## config.mk

```make
export PLATFORM = sky130hd
export DESIGN_NAME = cpu_run_ctrl
export DESIGN_NICKNAME = d
export VERILOG_FILES = /design/src/rtl/cpu_run_ctrl_pkg.sv /design/src/rtl/cpu_run_ctrl.sv
export SDC_FILE = /design/constraint.sdc
export NUM_CORES = 1
export LEC_CHECK = 0
export CORE_ASPECT_RATIO = 0.9
export CORE_MARGIN = 4
export CORE_UTILIZATION = 45
export DETAILED_ROUTE_END_ITERATION = 16
export GPL_ROUTABILITY_DRIVEN = 0
export GPL_TIMING_DRIVEN = 1
export PLACE_DENSITY = 0.78
export SYNTH_ARGS = -nofsm -noshare
export SYNTH_HDL_FRONTEND = slang
export SYNTH_SLANG_ARGS = --single-unit
export TNS_END_PERCENT = 30
```

## constraint.sdc

```tcl
create_clock -name clk -period 1.8 [get_ports clk]
set_input_delay 0.36 -clock clk [delete_from_list [all_inputs] [get_ports clk]]
set_output_delay 0.36 -clock clk [all_outputs]
set_load 0.05 [all_outputs]
```

## src/rtl/cpu_run_ctrl_pkg.sv

```systemverilog
`default_nettype none
// ============================================================================
// Module      : cpu_run_ctrl_pkg
// Description : Shared definitions for the CPU run/stop/step controller:
//               command opcodes, controller state encoding, default widths.
// Revision    : 1.0 - initial release
// ============================================================================
package cpu_run_ctrl_pkg;

  // Default widths for the step counter and the free-running cycle counter
  localparam int CNT_W_DEF = 16;
  localparam int CYC_W_DEF = 32;

  // Host/debug command opcodes carried on cmd_op
  typedef enum logic [1:0] {
    OP_NOP  = 2'b00,
    OP_RUN  = 2'b01,
    OP_STOP = 2'b10,
    OP_STEP = 2'b11
  } cmd_op_e;

  // Controller states
  typedef enum logic [1:0] {
    STOPPED  = 2'd0,
    RUNNING  = 2'd1,
    STEPPING = 2'd2,
    STOPPING = 2'd3
  } run_state_e;

endpackage : cpu_run_ctrl_pkg
`default_nettype wire

```

## src/rtl/cpu_run_ctrl.sv

```systemverilog
`default_nettype none
// ============================================================================
// Module      : cpu_run_ctrl
// Description : Run/stop/single-step controller feeding the phaser run input.
//               Accepts RUN/STOP/STEP commands, counts completed CPU cycles
//               from release_cs, honours breakpoints and reports halted once
//               the phaser confirms it has stopped.
// Revision    : 1.0 - initial release
// ============================================================================
module cpu_run_ctrl
  import cpu_run_ctrl_pkg::*;
#(
  parameter int CNT_W  = CNT_W_DEF,
  parameter int CYC_W  = CYC_W_DEF,
  parameter bit BRK_EN = 1'b1
) (
  input  logic             clk,
  input  logic             resetn,
  input  logic             cmd_valid,
  output logic             cmd_ready,
  input  logic [1:0]       cmd_op,
  input  logic [CNT_W-1:0] cmd_count,
  input  logic             brk_hit,
  input  logic             ph_stopped,
  input  logic             ph_release_cs,
  output logic             ph_run,
  output logic             halted,
  output logic [CNT_W-1:0] steps_left,
  output logic             brk_flag,
  output logic [CYC_W-1:0] cycle_cnt
);

  run_state_e       state_q, state_d;
  logic [CNT_W-1:0] steps_q, steps_d;
  logic             brk_q, brk_d;
  logic             run_q;
  logic [CYC_W-1:0] cyc_q;

  cmd_op_e          op;
  logic             accept;
  logic             brk_take;
  logic             last_step;
  logic             count_nz;
  logic [CNT_W-1:0] steps_dec;

  assign op        = cmd_op_e'(cmd_op);
  assign cmd_ready = (state_q != STOPPING);
  assign accept    = cmd_valid && cmd_ready;
  assign brk_take  = BRK_EN && ph_release_cs && brk_hit;
  assign count_nz  = (cmd_count != '0);
  // Guarded decrement: steps_left never wraps below zero
  assign steps_dec = (ph_release_cs && (steps_q != '0)) ? steps_q - CNT_W'(1) : steps_q;
  assign last_step = ph_release_cs && (steps_q == CNT_W'(1));

  // Next-state logic: command decode, breakpoint priority and step counting
  always_comb begin
    state_d = state_q;
    steps_d = steps_q;
    brk_d   = brk_q;
    case (state_q)
      STOPPED: begin
        if (accept) begin
          if (op == OP_RUN) begin
            state_d = RUNNING;
            brk_d   = 1'b0;
          end else if ((op == OP_STEP) && count_nz) begin
            state_d = STEPPING;
            steps_d = cmd_count;
            brk_d   = 1'b0;
          end
        end
      end
      RUNNING: begin
        // A breakpoint wins over a same-cycle command; that command is dropped
        if (brk_take) begin
          state_d = STOPPING;
          brk_d   = 1'b1;
        end else if (accept) begin
          if (op == OP_STOP) begin
            state_d = STOPPING;
          end else if (op == OP_STEP) begin
            state_d = count_nz ? STEPPING : STOPPING;
            steps_d = cmd_count;
          end
        end
      end
      STEPPING: begin
        steps_d = steps_dec;
        if (brk_take) begin
          state_d = STOPPING;
          brk_d   = 1'b1;
        end else if (accept && (op == OP_STEP)) begin
          // A reload replaces any same-cycle decrement
          steps_d = cmd_count;
          state_d = count_nz ? STEPPING : STOPPING;
        end else if (accept && (op == OP_RUN)) begin
          state_d = RUNNING;
          steps_d = '0;
        end else if ((accept && (op == OP_STOP)) || last_step) begin
          state_d = STOPPING;
        end
      end
      STOPPING: begin
        if (ph_stopped) begin
          state_d = STOPPED;
        end
      end
      default: state_d = STOPPED;
    endcase
  end

  // State, counters and the registered phaser run request
  always_ff @(posedge clk or negedge resetn) begin
    if (!resetn) begin
      state_q <= STOPPED;
      steps_q <= '0;
      brk_q   <= 1'b0;
      run_q   <= 1'b0;
      cyc_q   <= '0;
    end else begin
      state_q <= state_d;
      steps_q <= steps_d;
      brk_q   <= brk_d;
      run_q   <= (state_q == RUNNING) || (state_q == STEPPING);
      if (ph_release_cs) begin
        cyc_q <= cyc_q + CYC_W'(1);
      end
    end
  end

  assign ph_run     = run_q;
  assign steps_left = steps_q;
  assign brk_flag   = brk_q;
  assign cycle_cnt  = cyc_q;
  assign halted     = (state_q == STOPPED) && ph_stopped;

endmodule : cpu_run_ctrl
`default_nettype wire

```

After elaboration in Yosys (flattened, before gate mapping)
Cells that the tools add are included.
{"block": "classes", "n_eq_ne": 21, "muxes": 31, "n_reduce_logical": 20, "add_sub_neg": 2}
{"op": "2-to-1 mux 16 bit", "count": 11}
{"op": "one-hot mux 16 bit (3 select lines)", "count": 1}
{"op": "adder 32 x 1 -> 32 bit, second input constant", "count": 1}
{"op": "nonzero test 16 bit", "count": 2}
{"op": "2-to-1 mux 2 bit", "count": 12}
{"op": "!= test 2 bit, second input constant", "count": 9}
{"op": "== test 16 x 1 -> 1 bit, second input constant", "count": 1}
{"op": "subtractor 16 x 1 -> 16 bit, second input constant", "count": 1}
{"op": "logical AND 1 bit", "count": 9}
{"op": "== test 2 bit, second input constant", "count": 4}
{"op": "one-hot mux 2 bit (4 select lines)", "count": 1}
{"op": "AND reduction 8 bit", "count": 1}
{"op": "!= test 3 bit, second input constant", "count": 2}
{"op": "AND reduction 6 bit", "count": 1}
{"op": "2-to-1 mux 1 bit", "count": 5}
{"op": "!= test 5 bit, second input constant", "count": 1}
{"op": "== test 2 x 1 -> 1 bit, second input constant", "count": 2}
{"op": "!= test 4 bit, second input constant", "count": 1}
{"op": "AND reduction 4 bit", "count": 1}
{"op": "nonzero test 3 bit", "count": 1}
{"op": "zero test 2 bit", "count": 1}
{"op": "logical OR 1 bit", "count": 2}
{"op": "!= test 2 x 1 -> 1 bit, second input constant", "count": 1}
{"op": "one-hot mux 1 bit (2 select lines)", "count": 1}
{"op": "2 further kinds", "count": 2}
{"block": "totals", "register_bits": 52, "inputBits": 24, "word_cells": 79, "out_inout_bits": 52}

Depth between registers and ports, before layout
{"block": "logic_depth", "word_depth": 9, "mapped_depth": 8, "depth_no_buf": 7}

Worst setup path before layout
Ideal clock, no wire load.
{"block": "synth_timing", "kind": "reg-to-reg", "startpoint": "register cyc_q[2], in the netlist cycle_cnt[2]", "endpoint": "register cyc_q[21], in the netlist cycle_cnt[21]", "t_arrival_ps": 1919, "period_less_slack_ps": 2061, "setup_ps": 142, "setup_slack_ps": -261, "path_buffers": 0, "stages_incl_launch_ff": 6, "required_ps": 1658, "path_cell_list": "dfrtp_1 nand4_1 nor4_2 and2_1 nand3_1 xnor2_1"}
{"block": "synth_between", "elab_chain_cells": 1}
{"element": "from (decl)", "line": "cpu_run_ctrl.sv:37", "source": "logic [CYC_W-1:0] cyc_q;"}
{"element": "from (signal assigned)", "line": "cpu_run_ctrl.sv:126", "source": "cyc_q <= cyc_q + CYC_W'(1);"}
{"element": "adder 32 x 1 -> 32 bit", "line": "cpu_run_ctrl.sv:126"}
No other way between the ends.
A chain may end at the register's enable or synchronous reset.

Final worst setup path
{"block": "layout_timing", "startpoint": "register state_q[1]", "endpoint": "register steps_q[5], in the netlist steps_left[5]"}
{"block": "layout_between", "elab_chain_cells": 7, "elab_cells_between_ends": 20, "classes_between": "eq/ne (10); mux (4); reduce/logical (6)"}
{"element": "from (decl)", "line": "cpu_run_ctrl.sv:33", "source": "run_state_e state_q, state_d;"}
{"element": "from (signal assigned)", "line": "cpu_run_ctrl.sv:121", "source": "state_q <= state_d;"}
{"element": "!= test 2 bit", "line": "cpu_run_ctrl.sv:47", "source": "assign cmd_ready = (state_q != STOPPING);"}
{"element": "logical AND 1 bit", "line": "cpu_run_ctrl.sv:48", "source": "assign accept = cmd_valid && cmd_ready;"}
{"element": "logical AND 1 bit", "line": "cpu_run_ctrl.sv:96", "source": "end else if (accept && (op == OP_RUN)) begin"}
{"element": "2-to-1 mux 16 bit", "line": "cpu_run_ctrl.sv:96"}
{"element": "2-to-1 mux 16 bit", "line": "cpu_run_ctrl.sv:92", "source": "end else if (accept && (op == OP_STEP)) begin"}
{"element": "2-to-1 mux 16 bit", "line": "cpu_run_ctrl.sv:89", "source": "if (brk_take) begin"}
{"element": "one-hot mux 16 bit (3 select lines)", "line": "cpu_run_ctrl.sv:60", "source": "case (state_q)"}
{"element": "to (signal assigned)", "line": "cpu_run_ctrl.sv:122", "source": "steps_q <= steps_d;"}
{"element": "to (decl)", "line": "cpu_run_ctrl.sv:34", "source": "logic [CNT_W-1:0] steps_q, steps_d;"}
Several ways; a longest one is shown, not always the timed one.

==> results.sh <==
export IMPL_dp_hpwl_um=6371
export IMPL_fp_dieH_um=85.22
export IMPL_synth_distinct_cells=56
export IMPL_clk_insertion_delay_late_ns=0.31
export IMPL_ys_seq_area_share_pct=43.64
export IMPL_drv_slew=0
export IMPL_routed_wl_um=8416
export IMPL_ys_ff_latch=52
export IMPL_grt_overflow=0
export IMPL_synth_edff_count=0
export IMPL_synth_top_area_share_pct=43.64
export IMPL_violations="negative setup slack"
export IMPL_antenna_found_initial=0
export IMPL_drt_pass1_iterations=4
export IMPL_power_frac_clock_pct=11.4
export IMPL_fin_ws_ns=-0.1641
export IMPL_synth_area_leader_cell="dfrtp_1"
export IMPL_start_util_pct=47.45
export IMPL_drive_gt1_share_pct=42.42
export IMPL_synthArstFlopShare_pct=100.0
export IMPL_grt_pass1_vias=2949
export IMPL_criticalPathCategory="register to register"
export IMPL_rsz0062_at_grt="true"
export IMPL_io_buffers=75
export IMPL_wl_per_cell_um=15.53
export IMPL_die_x_um=93.80
export IMPL_total_power_uw=7533
export IMPL_sw_frac_of_total_pct=46.97
export IMPL_hp_class="register to register"
export IMPL_r2r_slack_ns=-0.16
export IMPL_p_switching_uw=3538
export IMPL_n_antenna_cell=0
export IMPL_power_density_mw_per_mm2=1631
export IMPL_ios=76
export IMPL_grt_pass1_wl_um=13960
export IMPL_cts_buffers=5
export IMPL_max_slew_margin_pct=70.52
export IMPL_status="complete, but fails checks"
export IMPL_cts_tree="done"
export IMPL_cts_root_buf="clkbuf_8"
export IMPL_worstMarginPinSlew_ns=0.4422
export IMPL_gr_usage_all_layers_pct=21.45
export IMPL_synthToLayoutAreaGrowth_pct=54.93
export IMPL_clk_pin_slew_ns=0.10
export IMPL_via_per_inst=5.541
export IMPL_worst_path_max_fanout=31
export IMPL_timing_hold_ws_ns=0.4729
export IMPL_grt_max_degree=32
export IMPL_yosysWarnings=0
export IMPL_final_cells=542
export IMPL_drv_cap=0
export IMPL_path_cells="ha_2 -> nand4b_1 -> nand2b_4 -> a221o_1 -> buf_12 -> o21bai_1 -> o2bb2ai_1"
export IMPL_ir_drop_mv=1.110
export IMPL_final_cell_mix="buf_4 (121), dfrtp_1 (30), dfrtp_2 (22)"
export IMPL_syn_area_sq_mm=0.002982
export IMPL_ant_nets=0
export IMPL_clock_fmax_mhz=509.1
export IMPL_setup_viol=18
export IMPL_drcViolationCount=0
export IMPL_fin_nets=487
export IMPL_via_count=3003
export IMPL_slowest_stage="dfrtp_1"
export IMPL_clock_tree_buffer_depth=2
export IMPL_period_needed_ns=1.964
export IMPL_startpoint_type="register"
export IMPL_setup_tns_ns=-2.033
export IMPL_htreeDepth=2
export IMPL_place_ws_ns=-0.4722
export IMPL_p_leak_uw=0.002111
export IMPL_required_ns=2.00
export IMPL_skew_ns=0.008951
export IMPL_finalHoldViolations=0
export IMPL_dr_first_iter_drc_count=195
export IMPL_final_common_cell="buf_4"
export IMPL_dieArea_sq_mm=0.007994
export IMPL_synth_avg_cell_area_sq_um=9.808
export IMPL_cts_sinks=52
export IMPL_crit_arrival_ns=2.16
export IMPL_finalCritPeriodShare_pct=109.1
export IMPL_coreArea_sq_mm=0.006284
export IMPL_critPathCaptureType="register"
export IMPL_p_int_uw=3995
export IMPL_synthTopCellsByArea="dfrtp_1 (44%), xnor2_1 (6.2%), ha_1 (3.8%), xor2_1 (2.9%), nand2_1 (2.9%)"
export IMPL_syn_inst=304
export IMPL_slowest_delay_ns=0.40
export IMPL_seq_power_share_pct=24.6
export IMPL_dp_cells=528
export IMPL_rows=27
export IMPL_combPwrFrac_pct=64.1
export IMPL_syn_num_nets=337
export IMPL_synth_ff_type="dfrtp_1"
==> worst max-delay path: cells and delay by family, from the launching register on <==
| family | cells | cell delay, ns |
|---|---|---|
| buffers and inverters | 1 | 0.18 |
| AND/OR/NAND/NOR | 2 | 0.45 |
| flip-flops | 1 | 0.40 |
| AO/OA/AOI/OAI | 3 | 0.63 |
| adder cells (fa/ha/maj) | 1 | 0.19 |
==> path summary, 6_finish.rpt <==
| kind | start | cells past startpoint | end |
|---|---|---|---|
| worst max-delay path | state_q[1]$_DFFE_PN0P_ | 7 | steps_left[5]$_DFFE_PN0P_ |
| worst min-delay path | cycle_cnt[31]$_DFFE_PN0P_ | 1 | cycle_cnt[31]$_DFFE_PN0P_ |
| worst max register to register | state_q[1]$_DFFE_PN0P_ | 7 | steps_left[5]$_DFFE_PN0P_ |
| min in group asynchronous | resetn | 2 | steps_left[14]$_DFFE_PN0P_ |
| worst min register to register | cycle_cnt[31]$_DFFE_PN0P_ | 1 | cycle_cnt[31]$_DFFE_PN0P_ |
| max in group asynchronous | resetn | 3 | cycle_cnt[0]$_DFFE_PN0P_ |
==> final cells by class <==
type | instances | area, sq um
clock buffers | 6 | 82.58
clock inverters | 2 | 38.79
fillers | 480 | 1664
inverters | 11 | 50.05
multi-input cells | 231 | 1730
flip-flops and latches | 52 | 1329
well taps | 87 | 108.9
repair buffers | 153 | 1280
==> cell usage after synthesis, types with 3 or more instances <==
cell	number
a21oi_1	13
buf_2	3
nor2_1	15
nand4_1	8
and2_1	7
and3_1	7
nand3_1	15
xor2_1	10
a32oi_1	3
nor3_1	4
o21ai_0	4
o21ai_1	17
a31oi_1	3
nand2b_1	3
clkbuf_1	7
a2bb2oi_1	5
inv_1	11
o22ai_1	4
xnor2_1	21
ha_1	9
and4_1	5
a22oi_1	4
dfrtp_1	52
nand2_1	23
nor4_1	8
o211ai_1	5
==> timing repair <==
item	4_1_cts	5_1_grt
endpoints found under the hold margin	15	0
gates cloned	0	0
setup endpoints to repair	20	37
hold buffers	1	0
resized for setup	9	21
setup buffers	2	3
pin swaps	2	8
==> cells by family after synthesis <==
logic type / after synthesis / synth area share (%)
flops: 52 / 43.64
simple gates: 109 / 21.40
compound gates: 78 / 17.88
buf+inv: 21 / 2.770
mux: 4 / 1.427
fa+ha+maj: 9 / 3.777
xor+xnor: 31 / 9.106
==> metrics by stage <==
step	utilization, %	area (sq um)
3_5_place_dp	69.14	4344
4_1_cts	72.00	4524
5_1_grt	73.52	4619
3_3_place_gp	69.14	4344
6_report	73.52	4619
2_1_floorplan	-	3069
==> sequential cells by signal, indices dropped and copies added, names as in the netlist <==
register and flops:
ph_run 1, state_q 2, brk_flag 1, steps_left 16, cycle_cnt 32
==> metal layers <==
metal	vias to the layer above	global-route usage, %	wire [um]
li1	1439	-	-
met1	1431	30.74	3820
met2	123	33.59	4016
met3	10	3.901	506
met4	0	5.512	73
met5	-	0	0
==> power by group through the flow <==
stage          combinational, uW  clock (uW)  sequential (uW)
2_1_floorplan               1730           0             2900
3_3_place_gp                4470           0             1840
3_5_place_dp                4550           0             1860
4_1_cts                     4620         878             1850
5_1_grt                     5170         928             1900
6_report                    4830         855             1850
No activity file was read; power rests on OpenSTA's default activity.
==> variant 1: new RTL, config.mk and constraints unchanged <==
Register the output `cycle_cnt` once more, cleared by the reset; this adds one clock of latency there. The other outputs are not delayed to match.
--- a/src/rtl/cpu_run_ctrl.sv
+++ b/src/rtl/cpu_run_ctrl.sv
@@ -133,3 +133,9 @@
   assign brk_flag   = brk_q;
-  assign cycle_cnt  = cyc_q;
+  always_ff @(posedge clk or negedge resetn) begin
+    if (!resetn) begin
+      cycle_cnt <= '0;
+    end else begin
+      cycle_cnt <= cyc_q;
+    end
+  end
   assign halted     = (state_q == STOPPED) && ph_stopped;
Function: changed (a bounded check fails within 4 cycles, from zero or initial values and one cycle with resetn low).
==> variant 1 against the unedited design <==
The run still ends with setup timing left; power rose by 35%; design area rose by 27%; routed wire length rose by 28%; hold slack got worse by 87 ps; combinational power rose by 21%; sequential cell count rose by 32; critical path depth fell by 2; via count rose by 16%; maximum frequency fell by 7.3%; sequential share of layout area rose by 7.1 points; synthesized area rose by 26%; worst setup slack got worse by 150 ps; critical endpoint is now steps_left[10].
==> variant 1: results (changes against the unedited design) <==
| Metric | Value |
|---|---|
| Synth Area in Compound Gates | 14.4% (-3.5 points) |
| CTS Buffer Depth | 2 (unchanged) |
| Total leakage power | 0.00275 uW (+30%) |
| H-tree Lvls | 3 (+1) |
| DP HPWL | 7290 um (+15%) |
| VDD IR max | 0.00159 V (+43%) |
| Netlist cell types | 52 (-7.1%) |
| Synth Area in XOR/XNOR | 7.21% (-1.9 points) |
| Final worst slack | -318 ps (-154 ps) |
| Commonest cells in the netlist | 84 x dfrtp_1, 22 x nand2_1, 20 x o21ai_0 |
| # setup viols final | 19 (+1) |
| Vias in the first global route | 3653 (+24%) |
| Synth warn | 0 (unchanged) |
| Syn Area/Cell | 11.3 um^2 (+15%) |
| GRT Util Overall | 22.2% (+0.74 points) |
| First-pass DRT Iterations | 5 (+1) |
| Vias per inst | 5.67 (+2.4%) |
| Slowest stage cell, crit path | or4_4 |
| Diodes inserted | 0 (unchanged) |
| Port Buf Inserts | 75 (unchanged) |
| Vias | 3494 (+16%) |
| Met3 wire length | 742 um (+47%) |
| TNS Setup | -3260 ps (-1230 ps) |
| Mean routed wirelength per cell | 17.5 um (+13%) |
| Failing checks | setup timing |
| CTS Buf Count | 9 (+4) |
| Peak fanout along the critical path | 3 (-90%) |
| CP peak stage delay | 590 ps (+190 ps) |
| Initial drt markers | 257 (+32%) |
| Post-synthesis sequential area ratio | 55.9% (+12 points) |
| Worst Skew | 15.1 ps (+6.11 ps) |
| Met2 WL | 5240 um (+30%) |
| Outcome | finished with violations |
| Root Buffer | clkbuf_8 |
| Fillcell total | 541 (+13%) |
| Placed Instances | 589 (+12%) |
| Worst-Margin Slew | 440 ps (-2.70 ps) |
| Layout cells sized above 1 | 43.3% (+0.91 points) |
| First-pass GRT wire length | 17500 um (+25%) |
| Insertion delay to the later sink of the worst-skew pair | 350 ps (+40 ps) |
| Post-DRT Antenna Nets | 0 (unchanged) |
| Largest net degree at the start of global routing | 29 (-9.4%) |
| Synth top area cells | dfrtp_1 56%, xnor2_1 4.4%, ha_1 3.0%, xor2_1 2.8%, o21ai_0 2.7% |
| DR top layer | met4 |
| CP top delay family | simple AND/OR/NAND/NOR gates |
| Final nets | 545 (+12%) |
| Mux cell area share after synthesis | 1.13% (-0.30 points) |
| Met1 wire length | 4400 um (+15%) |
| Worst EP arrival | 2330 ps (+170 ps) |
| Post-synthesis adder-cell area fraction | 2.99% (-0.78 points) |
| Syn nets | 367 (+8.9%) |
| Min-Delay Path Class | flop to flop |
-- variant 1: cell count changes after synthesis, moves of 3 or more --
cell,unedited run,this run
o311ai_0,0,4
a32oi_1,3,7
and2_1,7,4
dfrtp_1,52,84
buf_2,3,0
o21ai_0,4,20
nand3_1,15,8
inv_1,11,14
clkbuf_1,7,10
nor3_1,4,7
o21ai_1,17,3
o22ai_1,4,1
a31oi_1,3,7
-- variant 1: metal layers --
metal,vias up,track usage (%)
li1,1597,-
met1,1690,27.3
met2,167,38.1
met3,40,4.58
met4,0,9.86
met5,-,0
-- variant 1: report_power, final --
group	leakage, uW	internal (uW)	switching [uW]
Clock	0.000127	948	756
Combinational	0.00154	2680	3180
Sequential	0.00108	2290	326
Total	0.00275	5910	4260
-- variant 1: through the flow --
stage	util [%]	hold WS [ps]	area (um^2)	setup slack, ps
after floorplan	-	64.4	3790	-341
after global placement	64.8	287	5250	-457
after detailed placement	64.8	289	5250	-550
after CTS	70.9	387	5750	-246
after global routing	72.6	415	5890	-345
final	72.6	386	5890	-318
-- variant 1: layout make-up --
cell class              count  area share (%)
clock inverters             7            2.17
multi-input cells         226            30.3
inverters                  14           0.893
clock buffers               9            2.10
repair buffers            177            26.5
flip-flops and latches     84            35.9
well taps                  99            2.10
-- variant 1: worst paths after layout --
kind | from | end | cells after the start
worst max-delay path | steps_left[6] | steps_left[10] | 5
worst min-delay path | cyc_q[30] | cycle_cnt[30] | 0
worst max register to register | steps_left[6] | steps_left[10] | 5
worst min register to register | cyc_q[30] | cycle_cnt[30] | 0
max in group asynchronous | resetn | cycle_cnt[29] | 3
min in group asynchronous | resetn | cycle_cnt[12] | 2
-- variant 1: repair_timing --
action / 4_1_cts / 5_1_grt
hold buffers: 1 / 0
pin swaps: 15 / 6
gates cloned: 3 / 0
setup endpoints to repair: 36 / 27
buffers inserted: 5 / 2
gates resized for setup: 50 / 23
endpoints found under the hold margin: 24 / 0
-- variant 1: worst reg2reg max path: stages, from the launching register on --
cell      delay, ps
dfrtp_2         420
or4_4           590
nor2_1          290
o211ai_1        250
o311ai_1        300
o211ai_1        130
-- variant 1: kinds of logic after synthesis --
group / count (synthesis)
compound gates: 80
xor+xnor: 31
fa+ha+maj: 9
buf+inv: 24
flops: 84
mux: 4
simple gates: 102
==> variant 2: new RTL, config.mk and constraints unchanged <==
Without the edit above. Set the package constant `CYC_W_DEF` to 40 (it was 32).
--- a/src/rtl/cpu_run_ctrl_pkg.sv
+++ b/src/rtl/cpu_run_ctrl_pkg.sv
@@ -11,3 +11,3 @@
   localparam int CNT_W_DEF = 16;
-  localparam int CYC_W_DEF = 32;
+  localparam int CYC_W_DEF = 40;
 
Ports: changed (resized cycle_cnt); port bits go from 76 to 84. No check against the original RTL was run, so the function may have changed too.
==> variant 2 against the unedited design <==
The flow still finishes with violations (setup timing); combinational power increased by 0.8%; sequential cell count rose by 8; power grew 6.5%; routed wire length rose by 12%; via count grew 10%; synthesized area grew 13%; cell count rose by 12%; maximum frequency hardly changed; non-clock buffer count is 21 higher; design area rose by 14%; critical path depth unchanged; worst setup slack got worse by 0.55 ps.
==> variant 2: results (changes against the unedited design) <==
| Metric | Value |
|---|---|
| CP peak stage delay | 550 ps (+150 ps) |
| Met2 WL | 4480 um (+11%) |
| H-tree Lvls | 3 (+1) |
| Peak fanout along the critical path | 3 (-90%) |
| CTS Buf Count | 9 (+4) |
| Syn Area/Cell | 9.99 um^2 (+1.9%) |
| Vias | 3313 (+10%) |
| Min-Delay Path Class | input pin to async pin |
| Met2 Usage GRT | 33.7% (+0.13 points) |
| Final nets | 543 (+11%) |
| Non-Filler Instances | 608 (+12%) |
| Synth Area in Compound Gates | 15.6% (-2.3 points) |
| Initial drt markers | 136 (-30%) |
| Met1 wire length | 4090 um (+7.0%) |
| Mux cell area share after synthesis | 0.929% (-0.50 points) |
| GRT Util Overall | 21.2% (-0.23 points) |
| Placed Instances | 578 (+9.5%) |
| Synth top area cells | dfrtp_1 45%, xnor2_1 6.5%, o21ai_0 3.7%, xor2_1 3.6%, ha_1 3.3% |
| Insertion delay to the later sink of the worst-skew pair | 330 ps (+20 ps) |
| Placed Area | 4840 um^2 (+11%) |
| Largest net degree at the start of global routing | 61 (+91%) |
| Met3 wire length | 622 um (+23%) |
| Post-synthesis sequential area ratio | 44.6% (+0.93 points) |
| VDD IR max | 0.00177 V (+59%) |
| Worst Skew | 13.3 ps (+4.30 ps) |
| Total leakage power | 0.00242 uW (+15%) |
| Outcome | finished with violations |
| Global routing met3 resource utilization | 4.64% (+0.74 points) |
| Clock-pin slew on the worst setup and hold paths | 70 ps (-30 ps) |
| # setup viols final | 18 (unchanged) |
| Post-place setup slack | -519 ps (-46.9 ps) |
| Final worst slack | -165 ps (-0.550 ps) |
| Number of flip-flops in the largest register | 40 (+25%) |
| Vias in the first global route | 3232 (+9.6%) |
| First-pass GRT wire length | 15500 um (+11%) |
| TNS Setup | -914 ps (+1120 ps) |
| Commonest cells in the netlist | 60 x dfrtp_1, 26 x nor2_1, 25 x o21ai_0, 25 x xnor2_1, 17 x nand2_1 |
| CP top delay family | simple AND/OR/NAND/NOR gates |
| Rel. slew slack | 75.7% (+5.2 points) |
| Failing checks | setup timing |
variant 2: changes by cell type after synthesis, moves of 6 or more:
cell,before,now
o21ai_0,4,25
o21ai_1,17,0
nor2_1,15,26
dfrtp_1,52,60
a32oi_1,3,10
nand2_1,23,17
variant 2: final cells by class:
cell class                      instances  area [um^2]  share of cell area, %
Clock inverter                          2         10.0                  0.190
Clock buffer                           14          173                   3.27
Multi-Input combinational cell        250         1930                   36.5
Timing Repair Buffer                  174         1460                   27.6
Inverter                               15         56.3                   1.07
Tap cell                               93          116                   2.20
Sequential cell                        60         1540                   29.2
variant 2: power breakdown:
part | switching (uW) | total (uW) | leakage (uW) | internal (uW)
clock | 519 | 1130 | 0.0000965 | 610
combinational | 2800 | 4870 | 0.00159 | 2070
sequential | 337 | 2020 | 0.000734 | 1690
total | 3650 | 8020 | 0.00242 | 4370
